==> config.mk <==
export PLATFORM = sky130hd
export DESIGN_NAME = alu_pipe
export DESIGN_NICKNAME = d
export VERILOG_FILES = /design/src/rtl/alu_pkg.sv /design/src/rtl/alu_addsub.sv /design/src/rtl/alu_pipe.sv
export SDC_FILE = /design/constraint.sdc
export NUM_CORES = 1
export LEC_CHECK = 0
export CORE_MARGIN = 5
export CORE_UTILIZATION = 45
export CTS_BUF_LIST = sky130_fd_sc_hd__clkbuf_4 sky130_fd_sc_hd__clkbuf_8 sky130_fd_sc_hd__clkbuf_16
export DETAILED_ROUTE_END_ITERATION = 12
export PLACE_DENSITY = 0.66
export SLEW_MARGIN = 20
export SYNTH_ARGS = -nofsm -noshare
export SYNTH_HDL_FRONTEND = slang
export SYNTH_SLANG_ARGS = --single-unit
==> constraint.sdc <==
create_clock -name clk -period 3.7 [get_ports clk]
set_input_delay 0.555 -clock clk [delete_from_list [all_inputs] [get_ports clk]]
set_output_delay 0.555 -clock clk [all_outputs]
set_load 0.02 [all_outputs]
==> src/rtl/alu_pkg.sv <==
// Opcode map, flag bundle and opcode-class helper shared by the pipelined ALU.
package alu_pkg;

    localparam logic [4:0] ADD  = 5'b00000;
    localparam logic [4:0] ADDU = 5'b00001;
    localparam logic [4:0] SUB  = 5'b00010;
    localparam logic [4:0] SUBU = 5'b00011;
    localparam logic [4:0] INC  = 5'b00100;
    localparam logic [4:0] DEC  = 5'b00101;
    localparam logic [4:0] AND  = 5'b01000;
    localparam logic [4:0] OR   = 5'b01001;
    localparam logic [4:0] XOR  = 5'b01010;
    localparam logic [4:0] NOT  = 5'b01100;
    localparam logic [4:0] SLL  = 5'b10000;
    localparam logic [4:0] SRL  = 5'b10001;
    localparam logic [4:0] SLA  = 5'b10010;
    localparam logic [4:0] SRA  = 5'b10011;
    localparam logic [4:0] SLE  = 5'b11000;
    localparam logic [4:0] SLT  = 5'b11001;
    localparam logic [4:0] SGE  = 5'b11010;
    localparam logic [4:0] SGT  = 5'b11011;
    localparam logic [4:0] SEQ  = 5'b11100;
    localparam logic [4:0] SNE  = 5'b11101;

    typedef struct packed {
        logic vout;
        logic cout;
        logic illegal;
    } alu_flags_t;

    // add, addu, sub, subu, inc, dec all sit in 00000..00101
    function automatic logic is_arith(input logic [4:0] op);
        return (op[4:3] == 2'b00) && (op[2:0] <= 3'd5);
    endfunction

endpackage

==> src/rtl/alu_addsub.sv <==
// Shared adder for add/addu/sub/subu/inc/dec, selected by the low three opcode bits.
module alu_addsub #(
    parameter int WIDTH = 16
) (
    input  logic [WIDTH-1:0] a,
    input  logic [WIDTH-1:0] b,
    input  logic [2:0]       op,
    output logic [WIDTH-1:0] sum,
    output logic             vout,
    output logic             cout
);

    logic             subtract;
    logic             signed_op;
    logic [WIDTH-1:0] rhs;
    logic [WIDTH-1:0] rhs_x;
    logic [WIDTH:0]   total;

    always_comb begin
        subtract  = 1'b0;
        signed_op = 1'b0;
        case (op)
            3'b000: signed_op = 1'b1;
            3'b010: begin subtract = 1'b1; signed_op = 1'b1; end
            3'b011: subtract = 1'b1;
            3'b100: signed_op = 1'b1;
            3'b101: begin subtract = 1'b1; signed_op = 1'b1; end
            default: ;
        endcase

        // inc/dec reuse the adder with a constant 1 as the second operand
        rhs   = op[2] ? {{(WIDTH-1){1'b0}}, 1'b1} : b;
        rhs_x = subtract ? ~rhs : rhs;
        total = {1'b0, a} + {1'b0, rhs_x} + {{WIDTH{1'b0}}, subtract};
        sum   = total[WIDTH-1:0];
        cout  = total[WIDTH];
        vout  = signed_op & (a[WIDTH-1] == rhs_x[WIDTH-1]) & (sum[WIDTH-1] != a[WIDTH-1]);
    end

endmodule

==> src/rtl/alu_pipe.sv <==
// Two-stage valid/ready pipelined ALU: stage 1 registers operands, stage 2 computes and registers results.
// Define ALU_SAT_EN to saturate signed add/sub/inc/dec results on overflow.
module alu_pipe
    import alu_pkg::*;
#(
    parameter int WIDTH = 16
) (
    input  logic             clk,
    input  logic             rst_n,
    input  logic             in_valid,
    output logic             in_ready,
    input  logic [WIDTH-1:0] a,
    input  logic [WIDTH-1:0] b,
    input  logic [4:0]       alu_code,
    input  logic             coe,
    output logic             out_valid,
    input  logic             out_ready,
    output logic [WIDTH-1:0] c,
    output logic             vout,
    output logic             cout,
    output logic             illegal,
    output logic             vout_sticky,
    input  logic             clr_sticky
);

    localparam int SHW = $clog2(WIDTH);
`ifdef ALU_SAT_EN
    localparam logic [WIDTH-1:0] SMAX = {1'b0, {(WIDTH-1){1'b1}}};
    localparam logic [WIDTH-1:0] SMIN = {1'b1, {(WIDTH-1){1'b0}}};
`endif

    logic             s1_valid_q, s1_valid_d;
    logic [WIDTH-1:0] s1_a_q, s1_a_d;
    logic [WIDTH-1:0] s1_b_q, s1_b_d;
    logic [4:0]       s1_code_q, s1_code_d;
    logic             s1_coe_q, s1_coe_d;

    logic             out_valid_q, out_valid_d;
    logic [WIDTH-1:0] c_q, c_d;
    alu_flags_t       flags_q, flags_d;
    logic             sticky_q, sticky_d;

    logic             s2_load;
    logic [SHW-1:0]   amt;
    logic [WIDTH-1:0] as_sum;
    logic             as_vout;
    logic             as_cout;
    logic [WIDTH-1:0] res_c;
    alu_flags_t       res_flg;

    assign s2_load  = !out_valid_q || out_ready;
    assign in_ready = rst_n && (!s1_valid_q || s2_load);
    assign amt      = s1_b_q[SHW-1:0];

    alu_addsub #(.WIDTH(WIDTH)) u_addsub (
        .a    (s1_a_q),
        .b    (s1_b_q),
        .op   (s1_code_q[2:0]),
        .sum  (as_sum),
        .vout (as_vout),
        .cout (as_cout)
    );

    always_comb begin
        res_c   = '0;
        res_flg = '0;
        if (is_arith(s1_code_q)) begin
            res_c        = as_sum;
            res_flg.vout = as_vout;
            res_flg.cout = as_cout & ~s1_coe_q;
`ifdef ALU_SAT_EN
            // overflow direction follows the sign of a for add, sub, inc and dec alike
            if (as_vout)
                res_c = s1_a_q[WIDTH-1] ? SMIN : SMAX;
`endif
        end else begin
            case (s1_code_q)
                AND: res_c = s1_a_q & s1_b_q;
                OR:  res_c = s1_a_q | s1_b_q;
                XOR: res_c = s1_a_q ^ s1_b_q;
                NOT: res_c = ~s1_a_q;
                SLL: res_c = s1_a_q << amt;
                SRL: res_c = s1_a_q >> amt;
                SRA: res_c = $signed(s1_a_q) >>> amt;
                SLA: res_c = {s1_a_q[WIDTH-1], (WIDTH-1)'(s1_a_q << amt)};
                SLE: res_c = {{(WIDTH-1){1'b0}}, $signed(s1_a_q) <= $signed(s1_b_q)};
                SLT: res_c = {{(WIDTH-1){1'b0}}, $signed(s1_a_q) <  $signed(s1_b_q)};
                SGE: res_c = {{(WIDTH-1){1'b0}}, $signed(s1_a_q) >= $signed(s1_b_q)};
                SGT: res_c = {{(WIDTH-1){1'b0}}, $signed(s1_a_q) >  $signed(s1_b_q)};
                SEQ: res_c = {{(WIDTH-1){1'b0}}, s1_a_q == s1_b_q};
                SNE: res_c = {{(WIDTH-1){1'b0}}, s1_a_q != s1_b_q};
                default: res_flg.illegal = 1'b1;
            endcase
        end
    end

    always_comb begin
        s1_valid_d  = s1_valid_q;
        s1_a_d      = s1_a_q;
        s1_b_d      = s1_b_q;
        s1_code_d   = s1_code_q;
        s1_coe_d    = s1_coe_q;
        out_valid_d = out_valid_q;
        c_d         = c_q;
        flags_d     = flags_q;
        sticky_d    = sticky_q;

        if (in_ready) begin
            s1_valid_d = in_valid;
            if (in_valid) begin
                s1_a_d    = a;
                s1_b_d    = b;
                s1_code_d = alu_code;
                s1_coe_d  = coe;
            end
        end

        // result registers only change when they are empty or being drained
        if (s2_load) begin
            out_valid_d = s1_valid_q;
            if (s1_valid_q) begin
                c_d     = res_c;
                flags_d = res_flg;
            end
        end

        if (out_valid_q && out_ready && flags_q.vout)
            sticky_d = 1'b1;
        else if (clr_sticky)
            sticky_d = 1'b0;
    end

    always_ff @(posedge clk) begin
        if (!rst_n) begin
            s1_valid_q  <= 1'b0;
            s1_a_q      <= '0;
            s1_b_q      <= '0;
            s1_code_q   <= '0;
            s1_coe_q    <= 1'b0;
            out_valid_q <= 1'b0;
            c_q         <= '0;
            flags_q     <= '0;
            sticky_q    <= 1'b0;
        end else begin
            s1_valid_q  <= s1_valid_d;
            s1_a_q      <= s1_a_d;
            s1_b_q      <= s1_b_d;
            s1_code_q   <= s1_code_d;
            s1_coe_q    <= s1_coe_d;
            out_valid_q <= out_valid_d;
            c_q         <= c_d;
            flags_q     <= flags_d;
            sticky_q    <= sticky_d;
        end
    end

    assign out_valid   = out_valid_q;
    assign c           = c_q;
    assign vout        = flags_q.vout;
    assign cout        = flags_q.cout;
    assign illegal     = flags_q.illegal;
    assign vout_sticky = sticky_q;

endmodule

==> out/metrics.cfg, run 1 <==
[run_status]
outcome = finished clean

[synth]
ys_seq_area_share_pct = 19.2
netlist_instances = 774
synth.area.top_cells = dfxtp_1 (19%), ha_1 (13%), mux4_2 (9.0%), nand2_1 (4.4%), o31ai_1 (4.3%)
synth_edf_count = 0
synth-seq-cells = 60
ys_warn_count = 0
synth_area_per_cell_sq_um = 8.10
synth_cell_type_count = 78
syn_nets = 882
synth_top_area_cell = dfxtp_1
synth_area_sq_um = 6270
ys.flop_type = dfxtp_1
synth_top_area_share_pct = 19.2
synth_async_sr_flop_share_pct = 0

[timing]
fin_crit_sh_pct = 86.8
hold_viol_final = 0
setup_viol = 0
skew_ns = 0.00759
rsz0062_at_grt = false
final_max_slew_viol_count = 0
relSlewSlack_pct = 45.4
worst_pin_slew_ns = 0.818
final.setup.tns_ns = 0
whs_ns = 0.467
fmax_ghz = 0.311
layout_min_cycle_time_ns = 3.21

[placed_design]
dp.cells = 979
port_buffers = 64
placed_area_sq_um = 7010
hpwl_mm = 17.2
place_congestion = 0.992

[worst_hold_path]
hold_class = register to register

[cts]
postCtsSetupBuffers = 0
clk_pin_slew_worst_paths_ns = 0.05
clock_sinks = 60
clk_latency_ns = 0.35
hold_buffers = 0
h-tree-depth = 3
cts_resized = 0
cts_buffers = 9
cts_tree = built
cts_root_buf = clkbuf_16
clockBufferDepth = 2

[global_routing]
overflow = 0
gr-usage-all-layers_pct = 28.6
grt_pass1_vias = 6335
grt_pass1_wl_mm = 36.2
grt_max_degree = 45
antenna_found_initial = 0

[cells_and_area]
diodes = 0
final_nets = 918
drive_gt1_share_pct = 11.2
syn_to_final_growth_pct = 16.6
fin_area_sq_um = 7310
final_cells = 995

[drt]
routed_via_density = 6.64
wl_per_cell_um = 23.5
ant_nets = 0
dr.pass1.iters = 6
drcViolationCount = 0
finalWirelength_mm = 23.4
drt_iter0_drc = 918
dr_total_vias = 6607

[power]
pwr-share-clk_pct = 33.3
swShare_pct = 37.1
power.leakage_nw = 2.76
pwr-share-comb_pct = 35.6
p_sw_mw = 0.956
pwr-share-seq_pct = 31.1
p_int_mw = 1.62
ir_drop_mv = 0.343
p_per_area_nw_per_um2 = 352

[setup_path]
cp_cell_sequence = inv_2 -> nor2_1 -> buf_4 -> a21oi_1 -> o22ai_1 -> ha_1 -> a21o_1 -> a21oi_1 -> o21ai_0 -> a221oi_1 -> and2_1 -> o221ai_1
crit_type = register to register
worstPathRequired_ns = 3.91
arrival_ns = 3.42
cp_slowest_cell = dfxtp_2
cpMostUsedCell = a21oi_1
cp_max_fo = 24
crit_path_end_kind = register
slowest_delay_ns = 0.47
cp-start-kind = register

[die]
num_rows = 43
initial_utilization_pct = 45.5
die_x_um = 128
num_io_pins = 65
fp.coreArea_sq_um = 13800
die_y_um = 128
die_area_sq_um = 16400

[flow_run]
maxCapViolCount = 0

[cell type report]
cell class / instances / area, sq um
Inverter: 44 / 165
Tap cell: 180 / 225
Clock inverter: 5 / 52.6
Fill cell: 1346 / 6460
Multi-Input combinational cell: 606 / 4590
Timing Repair Buffer: 89 / 828
Clock buffer: 11 / 240
Sequential cell: 60 / 1210
[cells in the mapped netlist, drive strengths merged, types with 5 or more instances]
cell / instances
mux2i: 24
o211ai: 12
or3: 5
a31oi: 7
o21bai: 5
mux2: 8
dfxtp: 60
a21oi: 54
o31ai: 36
buf: 21
nand3: 21
nand2b: 5
a211oi: 12
o21ai: 47
inv: 43
nor2b: 8
ha: 64
nand2: 74
clkbuf: 43
o2111ai: 5
mux4: 25
o22ai: 33
o21a: 8
nor3: 12
a21o: 7
nor2: 55
[worst paths after layout]
path	from	end	slack (ns)	cells after the start
min reg2reg	s1_coe_q	s1_coe_q	0.47	2
max	s1_code_q[2]	c[15]	0.49	12
max reg2reg	s1_code_q[2]	c[15]	0.49	12
min	s1_coe_q	s1_coe_q	0.47	2
[placed cells by master (no fill, tap or decap), types with 5 or more instances in the layout]
master	instances
nand2b_1	5
nand2_1	74
nor2b_1	7
o21ai_0	38
a31oi_1	7
mux2_2	7
ha_1	64
nand3_1	21
buf_4	25
o21bai_1	5
mux4_2	25
o211ai_1	12
o22ai_1	33
clkdlybuf4s50_1	64
o2111ai_1	5
o21a_1	8
o31ai_1	36
mux2i_1	24
nor3_1	11
o21ai_1	9
a211oi_1	11
inv_1	40
clkbuf_16	9
a21o_1	7
a21oi_1	52
dfxtp_1	56
nor2_1	54
[metrics by stage]
step,utilization (%),worst slack (ns),power [mW]
floorplan,-,0.576,1.39
global placement,50.9,0.525,1.69
detailed placement,50.9,0.344,1.70
CTS,53.1,0.317,2.56
global route,53.1,0.168,2.69
finish,53.1,0.487,2.58
[cell families after synthesis]
kind of cell	synth area share (%)
AO/OA/AOI/OAI	29.1
XOR/XNOR	0.838
adder cells (fa/ha/maj)	13.1
buffers and inverters	7.66
flip-flops	19.2
multiplexers	14.3
AND/OR/NAND/NOR	15.9
[state kept, by name (all words and copies together) (netlist names), 5 cells and up]
register / cells
c: 16
s1_a_q: 16
s1_b_q: 16
s1_code_q: 5
[critical path, delay by kind of cell (launching register included)]
kind                     cells  cell delay (ns)
AO/OA/AOI/OAI                7             1.31
AND/OR/NAND/NOR              2             0.49
flip-flops                   1             0.47
buffers and inverters        2             0.47
adder cells (fa/ha/maj)      1             0.33
[power by group through the flow]
stage                     sequential, mW  combinational [mW]  clock (mW)
final                              0.802               0.917       0.857
after global routing               0.803               0.995       0.892
after CTS                          0.794               0.902       0.865
after detailed placement           0.808               0.896           0
after global placement             0.806               0.888           0
after floorplan                    0.777               0.617           0
[metal layers]
metal  vias to the layer above  global-route usage [%]  routed length [um]
li1                       3005                       -                   -
met1                      3145                    36.1                9420
met2                       372                    46.2               10800
met3                        85                    5.75                2020
met4                         0                    14.7                1180
met5                         -                       0                   0
Note: power is estimated with default switching activity, not from simulation.
==> inputs of run 2 (changes only) <==
REMOVE_ABC_BUFFERS = 1   (was not set)
==> run 2 against run 1 <==
Effect of this change: non-clock buffer count increased by 13; total power decreased by 0.52%; via count decreased by 0.91%; worst hold slack improved by 0.0066 ns; maximum frequency decreased by 1.8%; wire length decreased by 0.15%; clock power decreased by 4.0%; critical path depth unchanged; first-iteration DRC count decreased by 17%; register-to-register slack got worse by 0.06 ns; critical endpoint unchanged; design area increased by 1.2%; highest routed layer is now met5; sequential power decreased by 4.6%.
==> out/metrics.cfg, run 2 (same netlist as run 1, synthesis figures left out) <==
[cts]
hold_buffers = 0
h-tree-depth = 3
clk_latency_ns = 0.34
cts_buffers = 9
postCtsSetupBuffers = 0
cts_root_buf = clkbuf_16
clock_sinks = 60
clk_pin_slew_worst_paths_ns = 0.06
cts_tree = built
cts_resized = 0
clockBufferDepth = 2

[setup_path]
crit_family = compound AO/OA/AOI/OAI gates
cp_cell_sequence = inv_2 -> nor2_1 -> buf_4 -> a21oi_1 -> o22ai_1 -> ha_1 -> a21o_1 -> a21oi_1 -> o21ai_0 -> a221oi_1 -> and2_1 -> o221ai_1
worstPathRequired_ns = 3.91
cp_max_fo = 14
crit_path_end_kind = register
r2r-start = s1_code_q[2]
cpMostUsedCell = a21oi_1
slowest_delay_ns = 0.60
path_buf_inv = 2
arrival_ns = 3.48
cp-start-kind = register
worst_setup_path_startpoint = s1_code_q[2]
crit_type = register to register
cp_slowest_cell = dfxtp_1

[placed_design]
port_buffers = 64
dp.cells = 992
hpwl_mm = 16.9
place_congestion = 1.01
place_ws_ns = 0.553

[power]
power.leakage_nw = 2.82
ir_drop_mv = 0.195
total_power_mw = 2.56
p_per_area_nw_per_um2 = 346

[timing]
hold_viol_final = 0
setup_viol = 0
layout_min_cycle_time_ns = 3.27
whs_ns = 0.474
fmax_ghz = 0.306
skew_ns = 0.00975
relSlewSlack_pct = 41.3
final_max_slew_viol_count = 0
worst_pin_slew_ns = 0.867
fin_ws_ns = 0.430
rsz0062_at_grt = false
fin_crit_sh_pct = 88.4

[run_status]
outcome = finished clean

[global_routing]
grt_pass1_wl_mm = 36.2
grt_max_degree = 43
gr-usage-all-layers_pct = 28.5
grt_pass1_vias = 6356
antenna_found_initial = 1
overflow = 0

[drt]
dr_total_vias = 6547
routed_via_density = 6.50
drcViolationCount = 0
finalWirelength_mm = 23.4
wl_per_cell_um = 23.2
ant_nets = 0
drt_iter0_drc = 758
dr.pass1.iters = 6

[die]
num_rows = 43
initial_utilization_pct = 45.5
die_y_um = 128
die_x_um = 128
num_io_pins = 65
die_area_sq_um = 16400
fp.coreArea_sq_um = 13800

[cells_and_area]
syn_to_final_growth_pct = 18.0
final_cells = 1008
mostFrequentLayoutCells = nand2_1 (74), ha_1 (64), clkdlybuf4s50_1 (64)
fin_util_pct = 53.7
diodes = 0
mostFrequentLayoutCell = nand2_1
final_nets = 931
drive_gt1_share_pct = 12.4

[flow_run]
maxCapViolCount = 0

[worst_hold_path]
hp-start = vout_sticky
hold_class = register to register

[run 2: cell types whose count changed in the layout (fill, tap and decap cells not counted), sizes merged]
| cell | delta |
|---|---|
| clkinvlp | +1 |
| buf | +13 |
| bufinv | -1 |
[run 2: area by class of cell]
class	instances	area, sq um
flip-flops and latches	60	1200
clock inverters	5	37.5
multi-input cells	606	4590
repair buffers	102	926
clock buffers	11	246
fillers	1350	6380
well taps	180	225
inverters	44	165
[run 2: power breakdown]
| part | internal (mW) | switching, mW |
|---|---|---|
| logic | 0.406 | 0.568 |
| registers | 0.697 | 0.0675 |
| clock network | 0.480 | 0.343 |
| total | 1.58 | 0.978 |
[run 2: tightest hold or removal path, cell delays in order, from the launching register on]
cell and delay (ns):
dfxtp_1 0.31, nand2b_1 0.06, a21oi_1 0.05
[run 2: worst paths after layout]
check / to / slack, ns / cells after the start
max: c[15] / 0.43 / 12
min: vout_sticky / 0.47 / 2
max reg2reg: c[15] / 0.43 / 12
min reg2reg: vout_sticky / 0.47 / 2
[run 2: routing by layer]
| layer | GRT usage (%) | vias to the layer above | routed length, um |
|---|---|---|---|
| met1 | 37.8 | 3126 | 9980 |
| li1 | - | 3024 | - |
| met5 | 0 | - | 12 |
| met4 | 12.1 | 2 | 833 |
| met2 | 45.5 | 332 | 10600 |
| met3 | 5.33 | 63 | 1960 |
[run 2: stage by stage]
| stage | cell area [sq um] | setup TNS (ns) |
|---|---|---|
| 3_5_place_dp | 7110 | 0 |
| 5_1_grt | 7400 | 0 |
| 3_3_place_gp | 7110 | 0 |
| 4_1_cts | 7400 | 0 |
| 2_1_floorplan | 5950 | -0.371 |
| 6_report | 7400 | 0 |
==> inputs of run 3 (changes only) <==
CAP_MARGIN = 25   (was not set)
clock period = 4.2 ns   (was 3.7 ns; I/O delays follow)
==> run 3 against run 2 <==
Effect of this change: maximum frequency down 4.6%; design area down 0.56%; first-iteration DRC count up 1.6%; sequential share of layout area up 0.091 points; combinational power down 16%; critical endpoint is now cout; setup slack better by 0.34 ns; sequential cell count unchanged; die area unchanged; clock power up 6.2%.
==> out/metrics.cfg, run 3 (same netlist as run 1, synthesis figures left out) <==
[run_status]
outcome = finished clean

[cts]
cts_tree = built
clk_latency_ns = 0.35
cts_buffers = 9
cts_root_buf = clkbuf_16
postCtsSetupBuffers = 0
clk_pin_slew_worst_paths_ns = 0.06
clock_sinks = 60
hold_buffers = 0
cts_resized = 0
h-tree-depth = 3
clockBufferDepth = 2

[setup_path]
cp-start-kind = register
r2r-end = cout
arrival_ns = 3.64
path_buf_inv = 1
worstPathRequired_ns = 4.42
rr_worst_depth = 9
slowest_delay_ns = 0.56
cp_max_fo = 21
cp_slowest_cell = dfxtp_2
r2r-start = s1_code_q[1]
crit_type = register to register
cp_cell_sequence = buf_4 -> o22ai_1 -> fa_1 -> a211oi_1 -> o21bai_1 -> o211ai_1 -> a21oi_1 -> o21ai_0 -> a31oi_1
crit_family = compound AO/OA/AOI/OAI gates
crit_path_end_kind = register
rrSetupSlack_ns = 0.77

[worst_hold_path]
hold_class = register to register
hp-start = s1_coe_q
min_to = s1_coe_q
min_path_cells = 2

[drt]
drt_iter0_drc = 770
wl_per_cell_um = 23.1
routed_via_density = 6.49
dr.pass1.iters = 7
ant_nets = 0
dr_total_vias = 6458
finalWirelength_mm = 23.0
drcViolationCount = 0

[timing]
layout_min_cycle_time_ns = 3.43
fmax_ghz = 0.292
worst_pin_slew_ns = 0.994
skew_ns = 0.0112
fin_crit_sh_pct = 81.6
final_max_slew_viol_count = 0
final.setup.tns_ns = 0
relSlewSlack_pct = 33.6
setup_viol = 0
rsz0062_at_grt = false
hold_viol_final = 0
fin_ws_ns = 0.774

[global_routing]
overflow = 0
grt_pass1_wl_mm = 36.1
antenna_found_initial = 0
grt_pass1_vias = 6363
grt_max_degree = 74
gr-usage-all-layers_pct = 28.2

[placed_design]
hpwl_mm = 16.3
place_ws_ns = 0.940
port_buffers = 64
place_congestion = 0.956

[power]
p_sw_mw = 0.839
p_per_area_nw_per_um2 = 325
swShare_pct = 35.1
p_int_mw = 1.55
pwr-share-seq_pct = 29.4
power.leakage_nw = 2.79
total_power_mw = 2.39
pwr-share-clk_pct = 36.6
ir_drop_mv = 0.175
pwr-share-comb_pct = 34.1

[cells_and_area]
syn_to_final_growth_pct = 17.3
num-fill-cells = 1343
mostFrequentLayoutCells = nand2_1 (74), ha_1 (64), clkdlybuf4s50_1 (64)
drive_gt1_share_pct = 11.0
diodes = 0
mostFrequentLayoutCell = nand2_1
fin_util_pct = 53.4
final_nets = 918

[die]
fp.coreArea_sq_um = 13800
die_y_um = 128
die_area_sq_um = 16400
num_io_pins = 65
die_x_um = 128
num_rows = 43
initial_utilization_pct = 45.5

[flow_run]
maxCapViolCount = 0

run 3: cell types whose count changed in the layout (fill, tap and decap cells not counted), sizes merged:
cell,before,now
clkinvlp,2,0
clkinv,4,3
buf,38,25
bufinv,0,3
run 3: layout make-up:
type / count / area, sq um / area share [%]
inverter: 44 / 165 / 2.25
tap: 180 / 225 / 3.06
sequential: 60 / 1200 / 16.4
clock inverter: 5 / 100 / 1.36
timing repair buffer: 89 / 828 / 11.3
multi-input combinational: 606 / 4590 / 62.4
clock buffer: 11 / 240 / 3.27
run 3: how the worst max path moves through the flow:
stage | start | end | slack [ns] | cells past startpoint
2_1_floorplan | s1_code_q[1] | c[15] | 0.38 | 9
3_3_place_gp | s1_code_q[1] | c[8] | 1.07 | 9
3_5_place_dp | s1_code_q[2] | c[15] | 0.94 | 12
4_1_cts | s1_code_q[2] | c[15] | 0.92 | 12
5_1_grt | s1_code_q[2] | c[15] | 0.57 | 12
6_report | s1_code_q[1] | cout | 0.77 | 9
run 3: worst register-to-register path, stage by stage, from the launching register on:
cell and delay, ns:
dfxtp_2 0.56, buf_4 0.42, o22ai_1 0.19, fa_1 0.48, a211oi_1 0.44, o21bai_1 0.24, o211ai_1 0.33, a21oi_1 0.18
o21ai_0 0.32, a31oi_1 0.14
run 3: routing by layer:
metal | wire length [um] | vias up | share of wire (%) | GRT usage [%]
li1 | - | 2995 | - | -
met2 | 10300 | 289 | 45 | 44.3
met5 | 0 | - | 0 | 0
met3 | 1520 | 51 | 6.6 | 4.00
met1 | 10300 | 3123 | 45 | 38.3
met4 | 899 | 0 | 3.9 | 12.9
run 3: stage by stage:
stage / cell area [sq um] / instances / hold WS [ns]
4_1_cts: 7350 / 995 / 0.464
3_5_place_dp: 7010 / 979 / 0.450
2_1_floorplan: 5950 / 710 / 0.434
6_report: 7350 / 995 / 0.466
5_1_grt: 7350 / 995 / 0.520
3_3_place_gp: 7010 / 979 / 0.452
run 3: power groups by stage:
| stage | registers (mW) | clock network [mW] | logic [mW] |
|---|---|---|---|
| 6_report | 0.702 | 0.874 | 0.815 |
| 2_1_floorplan | 0.728 | 0 | 0.469 |
| 3_5_place_dp | 0.710 | 0 | 0.796 |
| 3_3_place_gp | 0.708 | 0 | 0.786 |
| 4_1_cts | 0.699 | 0.886 | 0.801 |
| 5_1_grt | 0.708 | 0.903 | 0.883 |
==> RTL edit 1, RTL diff (settings of run 2) <==
The option `ALU_SAT_EN` is turned on by a define.
--- a/src/rtl/alu_pipe.sv
+++ b/src/rtl/alu_pipe.sv
@@ -1,5 +1,7 @@
 // Two-stage valid/ready pipelined ALU: stage 1 registers operands, stage 2 computes and registers results.
 // Define ALU_SAT_EN to saturate signed add/sub/inc/dec results on overflow.
+`define ALU_SAT_EN
+
 module alu_pipe
     import alu_pkg::*;
 #(
Behaviour: not the same (Yosys sat finds a counterexample within 4 cycles, from zero or initial values and one cycle with rst_n low).
==> RTL edit 1 against run 2 <==
Count of clock-buffer cells in the layout is 2 lower. Sequential cell count stayed put. Largest power group unchanged. Design area is 0.95% higher. Routed wire length is 7.1% higher. Total power is 3.0% higher. Sequential share of layout area is 0.17 points lower. Area after synthesis is 0.44% lower. Setup slack worse by 200 ps. Critical path depth is 1 higher.
==> RTL edit 1: results (changes against run 2) <==
Power and ir drop
  – Comb. pwr: 0.992 mW (was 0.974 mW)
  – VDD IR max: 221.1 uV (was 195.0 uV)
  – Internal: 1.621 mW (was 1.583 mW)
  – Clk pwr share: 0.333 (was 0.321)
  – Static Leak: 3.127 nW (was 2.818 nW)
  – Power per cell area: 353.5 nW/um^2 (was 346.4 nW/um^2)

Layout
  – Fin nets: 1004 (was 931)
  – Non-clk invs: 46 (was 44)
  – Fraction of layout cells with a size suffix above 1: 0.1088 (was 0.1244)
  – Layout fillers: 1332 (was 1350)
  – ClkCell Share: 0.04005 (was 0.03840)
  – Seq_cells: 60 (unchanged)
  – Register area: 1204 sq um (was 1205 sq um)
  – Layout buffer count excluding clock buffers: 109 (was 102)
  – Comb_multi_in: 670 (was 606)
  – ANT cells: 1 (was 0)
  – Area of the multi-input gates: 4589 sq um (was 4591 sq um)

Logic synthesis
  – Largest cells by area after synthesis: dfxtp_1, ha_1, nand2_1 (was dfxtp_1, ha_1, mux4_2)
  – Synth Area in Adders: 0.1315 (was 0.1309)
  – Most frequent cells after synthesis: nand2_1, a21oi_1, nor2_1, ha_1, dfxtp_1 (was nand2_1, ha_1, dfxtp_1, nor2_1, a21oi_1)
  – Xor and xnor area share after synthesis: 0.01123 (was 0.008383)
  – Mux contribution to synthesized area: 0.09683 (was 0.1425)
  – Synth unique cells: 73 (was 78)
  – Compound-cell area share of the yosys netlist: 0.2674 (was 0.2910)

Route
  – Vias per cell: 6.340 (was 6.495)
  – Met2 wire len: 11140 um (was 10570 um)
  – First-pass DRT Iterations: 5 (was 6)
  – Top Layer Used: met4 (was met5)
  – DR WL met3: 2143 um (was 1964 um)
  – WL/cell: 23.12 um (was 23.18 um)
  – M1 wire length: 10650 um (was 9984 um)
  – Initial DRC count: 762 (was 758)

STA
  – Slew headroom: 0.3397 (was 0.4125)
  – Clock Skew: 5.375 ps (was 9.751 ps)
  – Hold_ws: 460.1 ps (was 473.7 ps)

Clocking
  – Worst skew pair latency: 350 ps
  – Number of buffers inserted by post-CTS setup repair: 0 (unchanged)
  – Post-CTS sizing: 0 (unchanged)

GRT
  – Global routing usage on met2: 0.4633 (was 0.4547)
  – Met1 Use GR: 0.4023 (was 0.3775)
  – First-pass GRT wire length: 37250 um (was 36210 um)
  – Largest net degree at the start of global routing: 61 (was 43)
  – M3 GR Usage: 0.05750 (was 0.05333)
  – Overall routing resource usage: 0.2989 (was 0.2849)

Worst hold path
  – Hold wc startpoint: s1_coe_q (was vout_sticky)
  – Hold Path Sink: s1_coe_q (was vout_sticky)

Worst setup path
  – Flop-to-flop setup slack: 230 ps (was 430 ps)
  – Worst Setup SP: s1_code_q[2] (unchanged)
  – Critical Path Fanout Max: 19 (was 14)
  – Reg-to-reg critical path endpoint: c[7] (was c[15])
  – Critical Path AT: 3690 ps (was 3480 ps)
  – R2R cell count: 13 (was 12)

Place
  – Placed cell area: 7152 sq um (was 7112 sq um)
  – Gpl congestion: 0.9968 (was 1.011)
  – Detailed Place HPWL: 18770 um (was 16860 um)

Run status
  – Status: complete, no violations (unchanged)
==> RTL edit 1: critical path, stage by stage (launching register included) <==
cell,delay [ps]
dfxtp_1,340
inv_1,110
buf_4,240
a21oi_1,90
o22ai_1,210
ha_1,300
and4bb_2,240
o211a_1,250
nor4b_4,340
o21ai_2,150
a31o_4,300
or2_1,350
a2111oi_4,340
nor3_1,80
==> RTL edit 1: through the flow <==
| step | util | setup TNS [ps] | power [mW] | setup slack [ps] | instances |
|---|---|---|---|---|---|
| floorplan | - | -2397 | 1.355 | -312.1 | 776 |
| global placement | 0.5213 | 0 | 1.728 | 312.0 | 1065 |
| detailed placement | 0.5213 | 0 | 1.741 | 186.8 | 1065 |
| CTS | 0.5431 | 0 | 2.624 | 122.2 | 1081 |
| global route | 0.5440 | 0 | 2.748 | 45.63 | 1081 |
| finish | 0.5442 | 0 | 2.639 | 234.0 | 1082 |
==> RTL edit 2, RTL diff (flow settings as in run 2) <==
Without the edit above. `c_q` no longer has a reset.
--- a/src/rtl/alu_pipe.sv
+++ b/src/rtl/alu_pipe.sv
@@ -138,7 +138,6 @@
             s1_code_q   <= '0;
             s1_coe_q    <= 1'b0;
             out_valid_q <= 1'b0;
-            c_q         <= '0;
             flags_q     <= '0;
             sticky_q    <= 1'b0;
         end else begin
@@ -148,10 +147,13 @@
             s1_code_q   <= s1_code_d;
             s1_coe_q    <= s1_coe_d;
             out_valid_q <= out_valid_d;
-            c_q         <= c_d;
             flags_q     <= flags_d;
             sticky_q    <= sticky_d;
         end
+    end
+
+    always_ff @(posedge clk) begin
+        c_q <= c_d;
     end
 
     assign out_valid   = out_valid_q;
Function: differs if rst_n is asserted again (counterexample within 4 cycles, from zero or initial values and one cycle with rst_n low); with rst_n held inactive, the same outputs for 4 cycles.
==> RTL edit 2 against run 2 <==
Clock power grew 2%. Sequential cell count is the same. Critical path type unchanged. Routed wire length decreased by 3.9%. Largest power group unchanged. Area after synthesis fell by 3.0%. Highest routed layer is now met4. Setup slack worse by 49 ps. Total power grew 1.5%. Design area down 1.3%. Critical path depth did not move.
==> RTL edit 2: results (changes against run 2) <==
Logic synthesis
  – Most frequent cells after synthesis: nand2_1, a21oi_1, ha_1, nor2_1, nand3_1 (was nand2_1, ha_1, dfxtp_1, nor2_1, a21oi_1)
  – Post-Syn Instances: 780 (was 774)
  – Largest cells by area after synthesis: dfxtp_1, ha_1, edfxtp_1 (was dfxtp_1, ha_1, mux4_2)
  – Xor and xnor area share after synthesis: 0.02161 (was 0.008383)
  – Compound-cell area share of the yosys netlist: 0.2466 (was 0.2910)
  – Synth unique cells: 74 (was 78)
  – Synth Area in Adders: 0.1350 (was 0.1309)
  – Seq/Total Area, Yosys: 0.2240 (was 0.1916)

Place
  – Placed cell area: 7003 sq um (was 7112 sq um)
  – Gpl congestion: 1.020 (was 1.011)
  – Placement Setup Slack: 452.6 ps (was 552.7 ps)
  – Placed Cells: 1005 (was 992)
  – Detailed Place HPWL: 17000 um (was 16860 um)

Layout
  – Layout fillers: 1277 (was 1350)
  – Fin nets: 948 (was 931)
  – Fraction of layout cells with a size suffix above 1: 0.1077 (was 0.1244)

GRT
  – Initial antenna violation count: 0 (was 1)
  – Global routing usage on met2: 0.4363 (was 0.4547)
  – Vias in the first global route: 6143 (was 6356)
  – M3 GR Usage: 0.04826 (was 0.05333)
  – Overall routing resource usage: 0.2800 (was 0.2849)
  – Largest net degree at the start of global routing: 46 (was 43)

Run status
  – Status: complete, no violations (unchanged)

Worst setup path
  – Slowest cell on crit path: a2111oi_0 (was dfxtp_1)
  – Critical Path Fanout Max: 22 (was 14)
  – Critical Path AT: 3370 ps (was 3480 ps)
  – Reg-to-reg critical path endpoint: c[14] (was c[15])
  – Worst path max stage delay: 420 ps (was 600 ps)

Route
  – DR WL met3: 1871 um (was 1964 um)
  – Met2 wire len: 10160 um (was 10570 um)
  – First-pass DRT Iterations: 5 (was 6)
  – Initial DRC count: 740 (was 758)

Power and ir drop
  – Sw power: 0.9624 mW (was 0.9784 mW)
  – Static Leak: 3.031 nW (was 2.818 nW)

STA
  – Hold_ws: 456.1 ps (was 473.7 ps)
  – Slew headroom: 0.4598 (was 0.4125)

Worst hold path
  – Hold wc startpoint: s1_coe_q (was vout_sticky)
  – Hold Path Sink: s1_coe_q (was vout_sticky)
-- RTL edit 2: power by group through the flow --
stage               Combinational [mW]  Sequential [mW]  Clock (mW)
floorplan                        0.513            0.862           0
global placement                 0.916            0.818           0
detailed placement               0.930            0.819           0
CTS                              0.934            0.806       0.851
global route                      1.02            0.814       0.877
finish                           0.954            0.808       0.840
-- RTL edit 2: cell type report --
class,count,area [sq um],area share
clock buffers,11,264.0,0.03617
clock inverters,5,32.53,0.004457
inverters,45,171.4,0.02348
multi-input cells,618,4294,0.5883
flip-flops and latches,60,1361,0.1865
well taps,176,220.2,0.03017
repair buffers,106,955.9,0.1310
-- RTL edit 2: worst max-delay path by stage --
stage / slack, ps / end / cells past startpoint
floorplan: -100 / c[14] / 11
global placement: 540 / c[14] / 12
detailed placement: 450 / c[14] / 12
CTS: 420 / c[14] / 12
global route: 150 / c[14] / 12
finish: 380 / c[14] / 12
